<file path="src/rtl/mem_stage.sv">
`default_nettype none
// ----------------------------------------------------------------------------
// mem_stage : RV32I memory stage, valid/ready load/store master and MEM/WB reg.
//             MEMSTAGE_MISALIGN_EN enables misaligned-access suppression/flag.
// Rev 1.0
// ----------------------------------------------------------------------------
module mem_stage #(
  parameter int DATA_WIDTH = 32
) (
  input  logic                  clk,
  input  logic                  rst_n,
  input  logic [DATA_WIDTH-1:0] ALUResultM,
  input  logic [DATA_WIDTH-1:0] WriteDataM,
  input  logic [4:0]            RdM,
  input  logic                  RegWriteM,
  input  logic [DATA_WIDTH-1:0] PCPlus4M,
  input  logic                  MemWriteM,
  input  logic [1:0]            ResultSrcM,
  input  logic [2:0]            funct3M,
  output logic                  mem_req_valid,
  input  logic                  mem_req_ready,
  output logic                  mem_req_we,
  output logic [DATA_WIDTH-1:0] mem_addr,
  output logic [DATA_WIDTH-1:0] mem_wdata,
  output logic [3:0]            mem_wstrb,
  input  logic                  mem_resp_valid,
  input  logic [DATA_WIDTH-1:0] mem_rdata,
  output logic                  StallM,
  output logic                  misalign_o,
  output logic [DATA_WIDTH-1:0] ALUResultW,
  output logic [DATA_WIDTH-1:0] ReadDataW,
  output logic [4:0]            RdW,
  output logic                  RegWriteW,
  output logic [DATA_WIDTH-1:0] PCPlus4W,
  output logic [1:0]            ResultSrcW
);

  typedef enum logic [0:0] {IDLE = 1'b0, WAIT = 1'b1} state_t;
  state_t state_q, state_d;

  logic                  w_access, w_misalign, w_complete, w_req;
  logic [1:0]            w_a, w_size;
  logic [7:0]            w_byte;
  logic [15:0]           w_half;
  logic [DATA_WIDTH-1:0] w_load_ext;

  logic [DATA_WIDTH-1:0] alu_w_q, rdata_w_q, pc4_w_q, rdata_w_d;
  logic [4:0]            rd_w_q;
  logic                  regwrite_w_q, regwrite_w_d;
  logic [1:0]            rsrc_w_q, rsrc_w_d;

  assign w_access = MemWriteM | (ResultSrcM == 2'b01);
  assign w_a      = ALUResultM[1:0];
  assign w_size   = funct3M[1:0];

`ifdef MEMSTAGE_MISALIGN_EN
  logic misalign_q, misalign_d;
  assign w_misalign = w_access & (((w_size == 2'b01) & w_a[0]) | (w_size[1] & (w_a != 2'b00)));
  assign misalign_d = misalign_q | (w_misalign & (state_q == IDLE));
  assign misalign_o = misalign_q;

  always_ff @(posedge clk or negedge rst_n) begin
    if (!rst_n) misalign_q <= 1'b0;
    else        misalign_q <= misalign_d;
  end
`else
  assign w_misalign = 1'b0;
  assign misalign_o = 1'b0;
`endif

  always_comb begin
    state_d    = state_q;
    w_req      = 1'b0;
    w_complete = 1'b0;
    case (state_q)
      IDLE: begin
        if (!w_access || w_misalign) begin
          w_complete = 1'b1;
        end else begin
          w_req = 1'b1;
          if (mem_req_ready) begin
            if (MemWriteM) w_complete = 1'b1;
            else           state_d    = WAIT;
          end
        end
      end
      WAIT: begin
        if (mem_resp_valid) begin
          w_complete = 1'b1;
          state_d    = IDLE;
        end
      end
      default: state_d = IDLE;
    endcase
  end

  // Gated by rst_n so upstream sees no stall/request while reset is asserted.
  assign mem_req_valid = rst_n & w_req;
  assign StallM        = rst_n & w_access & ~w_complete;
  assign mem_req_we    = MemWriteM;
  assign mem_addr      = {ALUResultM[DATA_WIDTH-1:2], 2'b00};

  always_comb begin
    mem_wdata = WriteDataM;
    mem_wstrb = 4'b1111;
    case (w_size)
      2'b00: begin
        mem_wdata = {4{WriteDataM[7:0]}};
        mem_wstrb = 4'b0001 << w_a;
      end
      2'b01: begin
        mem_wdata = {2{WriteDataM[15:0]}};
        mem_wstrb = w_a[1] ? 4'b1100 : 4'b0011;
      end
      default: ;
    endcase
  end

  always_comb begin
    w_byte = mem_rdata[7:0];
    case (w_a)
      2'b01:   w_byte = mem_rdata[15:8];
      2'b10:   w_byte = mem_rdata[23:16];
      2'b11:   w_byte = mem_rdata[31:24];
      default: w_byte = mem_rdata[7:0];
    endcase
    w_half = w_a[1] ? mem_rdata[31:16] : mem_rdata[15:0];
    case (funct3M)
      3'b000:  w_load_ext = {{24{w_byte[7]}}, w_byte};
      3'b001:  w_load_ext = {{16{w_half[15]}}, w_half};
      3'b100:  w_load_ext = {24'd0, w_byte};
      3'b101:  w_load_ext = {16'd0, w_half};
      default: w_load_ext = mem_rdata;
    endcase
  end

  // Loads only ever complete from WAIT, so that state qualifies the read data.
  assign regwrite_w_d = w_complete & RegWriteM & ~w_misalign;
  assign rsrc_w_d     = w_complete ? ResultSrcM : 2'b00;
  assign rdata_w_d    = (w_complete && (state_q == WAIT)) ? w_load_ext : '0;

  always_ff @(posedge clk or negedge rst_n) begin
    if (!rst_n) begin
      state_q      <= IDLE;
      alu_w_q      <= '0;
      rdata_w_q    <= '0;
      pc4_w_q      <= '0;
      rd_w_q       <= '0;
      regwrite_w_q <= 1'b0;
      rsrc_w_q     <= 2'b00;
    end else begin
      state_q      <= state_d;
      alu_w_q      <= ALUResultM;
      rdata_w_q    <= rdata_w_d;
      pc4_w_q      <= PCPlus4M;
      rd_w_q       <= RdM;
      regwrite_w_q <= regwrite_w_d;
      rsrc_w_q     <= rsrc_w_d;
    end
  end

  assign ALUResultW = alu_w_q;
  assign ReadDataW  = rdata_w_q;
  assign PCPlus4W   = pc4_w_q;
  assign RdW        = rd_w_q;
  assign RegWriteW  = regwrite_w_q;
  assign ResultSrcW = rsrc_w_q;

endmodule
`default_nettype wire

</file>
<file path="config.mk">
export PLATFORM = sky130hd
export DESIGN_NAME = mem_stage
export DESIGN_NICKNAME = d
export VERILOG_FILES = /design/src/rtl/mem_stage.sv
export SDC_FILE = /design/constraint.sdc
export NUM_CORES = 1
export LEC_CHECK = 0
export ABC_AREA = 1
export BUFFER_PORTS_ARGS = -buffer_cell sky130_fd_sc_hd__buf_4
export CAP_MARGIN = 10
export CORE_AREA = 2 2 125 127
export DETAILED_ROUTE_END_ITERATION = 16
export DIE_AREA = 0 0 127 129
export PLACE_DENSITY = 0.57
export SYNTH_ARGS = -nofsm -noshare
export SYNTH_HDL_FRONTEND = slang
export SYNTH_SLANG_ARGS = --single-unit
</file>
<file path="constraint.sdc">
create_clock -name clk -period 1.1 [get_ports clk]
set_input_delay 0 -clock clk [delete_from_list [all_inputs] [get_ports clk]]
set_output_delay 0 -clock clk [all_outputs]
set_load 0.01 [all_outputs]
</file>
==> results.py <==
metrics = {
    "run_status": {
        "status": "finished with violations",
        "failed_checks": "negative setup slack",
    },
    "die": {
        "dieHeight_um": 129,
        "io-pin-count": 320,
        "num_rows": 45,
        "initial_core_util": 0.278,
        "dieArea_um2": 16400,
        "fp.dieW_um": 127,
        "coreArea_um2": 15000,
    },
    "sta": {
        "hold_viol_final": 0,
        "rsz0062_at_grt": "yes",
        "worst_slack_ns": -0.274,
        "finalCritPeriodShare": 1.25,
        "skew_ns": 0.00888,
        "timing.final.crit_period_ns": 1.37,
        "tightest_slew_ns": 0.583,
        "hold_ws_ns": 0.0265,
        "maxSlewHeadroom": 0.611,
        "max_freq_ghz": 0.728,
        "finalSetupViolCount": 2,
        "slew_viol_final": 0,
    },
    "drt": {
        "drtPass1Iterations": 4,
        "drc": 0,
        "avgViaCountPerCell": 4.40,
        "drtIter0Drc": 319,
        "postRouteAntennaNets": 0,
        "wire_per_inst_um": 17.1,
        "num_vias": 4426,
        "drt-total-wl_um": 17200,
    },
    "synthesis": {
        "synth_cell_types": 28,
        "ys_ff_latch": 105,
        "synth_seq_area_share": 0.632,
        "muxShareOfSynthArea": 0,
        "synth_warnings": 0,
        "netlist_area_um2": 4160,
        "syn_avg_cell_area_um2": 10.2,
        "synth_xor_area_frac": 0,
        "yosys.area_share.simple": 0.186,
        "synth_fa_ha_area_frac": 0,
        "synth-compound-area-share": 0.0602,
        "syn_inst": 407,
        "synth_top_family_by_area": "simple AND/OR/NAND/NOR gates",
    },
    "critical_path": {
        "cp_slowest_cell": "dfrtp_1",
        "critical_path_class": "reg -> out",
        "worst-path-max-fanout": 4,
        "critPathLaunchType": "flip-flop",
        "required_ns": 1.10,
        "crit_path_max_incr_delay_ns": 0.42,
        "crit_chain": "buf_4, buf_6, nor3b_2, buf_4",
        "end_kind": "output pin",
        "critPathArrivalTime_ns": 1.37,
        "crit_top_cell": "buf_4",
    },
    "power_and_ir_drop": {
        "ir_drop_v": 0.000674,
        "total_power_mw": 9.55,
        "p_leak_nw": 4.23,
        "power_density_nw_per_um2": 1190,
    },
    "grt": {
        "met1_usage": 0.219,
        "antenna_found_initial": 0,
        "grt_pass1_wl_um": 26000,
        "top_usage_layer": "met2",
        "track_usage": 0.207,
        "overflow": 0,
        "globalRouteMet2Util": 0.395,
        "first_global_vias": 4787,
        "grt_use_met3": 0.0532,
        "grt_max_degree": 48,
    },
    "placed_design": {
        "port-buffer-count": 316,
        "place_ws_ns": -0.0820,
        "dp_hpwl_um": 13100,
        "place_congestion": 0.989,
        "dpl-instance-area_um2": 6560,
    },
    "final_layout": {
        "multi_input_area_um2": 1060,
        "seq_area_um2": 2630,
        "post-route-util": 0.534,
        "layout_common_cells": "340 x buf_4, 107 x dlygate4sd3_1, 105 x dfrtp_1",
        "syn2layout_area_growth_pct": 92.3,
        "nFillCells": 1314,
        "drive_gt1_frac": 0.469,
        "mostFrequentLayoutCell": "buf_4",
        "stdcell_area_um2": 8000,
        "n_antenna_cell": 0,
        "nets": 957,
    },
    "clock_tree": {
        "cts_tree": "built",
        "clkLatencyLatePin_ns": 0.34,
        "cts_made_buffers": 9,
        "h-tree-depth": 3,
        "clock_path_buffers": 2,
        "cts.sink_count": 105,
        "cts_root_buf": "clkbuf_16",
        "clk_pin_slew_ns": 0.07,
    },
    "job": {
        "drv_cap": 0,
    },
    "worst_hold_path": {
        "hold_path_class": "in -> async",
    },
}
[through the flow]
stage / std cells / TNS (ns)
after detailed placement: 879 / -1.11
after global placement: 879 / 0
after global routing: 1006 / -0.685
after floorplan: 409 / 0
final: 1006 / -0.495
after CTS: 1005 / -0.323
[area by class of cell]
cell class	count	share of cell area
Sequential cell	105	0.328
Multi-Input combinational cell	219	0.132
Inverter	29	0.0136
Clock inverter	6	0.00970
Timing Repair Buffer	449	0.457
Clock buffer	10	0.0299
Tap cell	188	0.0294
[critical path, delay by kind of cell (launching register included)]
kind / cells / cell delay, ns
flops: 1 / 0.42
simple gates: 1 / 0.21
buf+inv: 3 / 0.41
[where the power goes]
group	switching, mW	internal, mW
registers	0.0646	4.04
logic	0.983	1.19
clock network	1.41	1.86
[per-layer routing]
metal	routed length, um	share of wire
met5	0	0
met1	6040	0.35
met2	9400	0.55
met4	484	0.028
met3	1270	0.074
[state kept, by name (all words and copies together), names as in the netlist]
register	count
ALUResultW	32
PCPlus4W	32
ReadDataW	32
RdW	5
ResultSrcW	2
RegWriteW	1
state_q	1
[logic make-up (layout without fill, tap and decap cells)]
family                 after synthesis  after routing
DFF                                105            105
and+or+nand+nor                    174            174
other                                1              3
buffers and inverters               85            494
AOI/OAI and AO/OA                   42             42
[worst paths after layout]
kind | end | startpoint | slack, ns | cells after the start
max in group asynchronous | ALUResultW[28] | rst_n | 0.29 | 3
worst max-delay path | mem_req_valid | state_q | -0.27 | 4
min in group clk | ReadDataW[8] | ALUResultM[1] | 0.04 | 3
worst min register to register | state_q | state_q | 0.65 | 2
worst min-delay path | state_q | rst_n | 0.03 | 2
worst max register to register | ReadDataW[19] | state_q | 0.10 | 4
[synthesized netlist by cell type (all sizes together)]
library cell / number / area share
a21oi: 12 / 0.015
a22oi: 1 / 0.0018
o211ai: 7 / 0.013
nor3b: 1 / 0.0018
a21boi: 3 / 0.0054
conb: 1 / 0.00090
a31oi: 7 / 0.011
clkbuf: 6 / 0.0054
nand2: 96 / 0.090
nor2: 48 / 0.055
buf: 50 / 0.089
dfrtp: 105 / 0.63
nand3b: 1 / 0.0018
nand3: 28 / 0.038
inv: 29 / 0.026
o21ai: 12 / 0.014
[repair_timing]
action	4_1_cts	5_1_grt
setup endpoints to repair	5	2
hold endpoints to repair	209	0
hold buffers	107	0
pin swaps	2	1
buffers inserted	3	1
gates resized for setup	6	1
No activity file was read; power rests on OpenSTA's default activity.
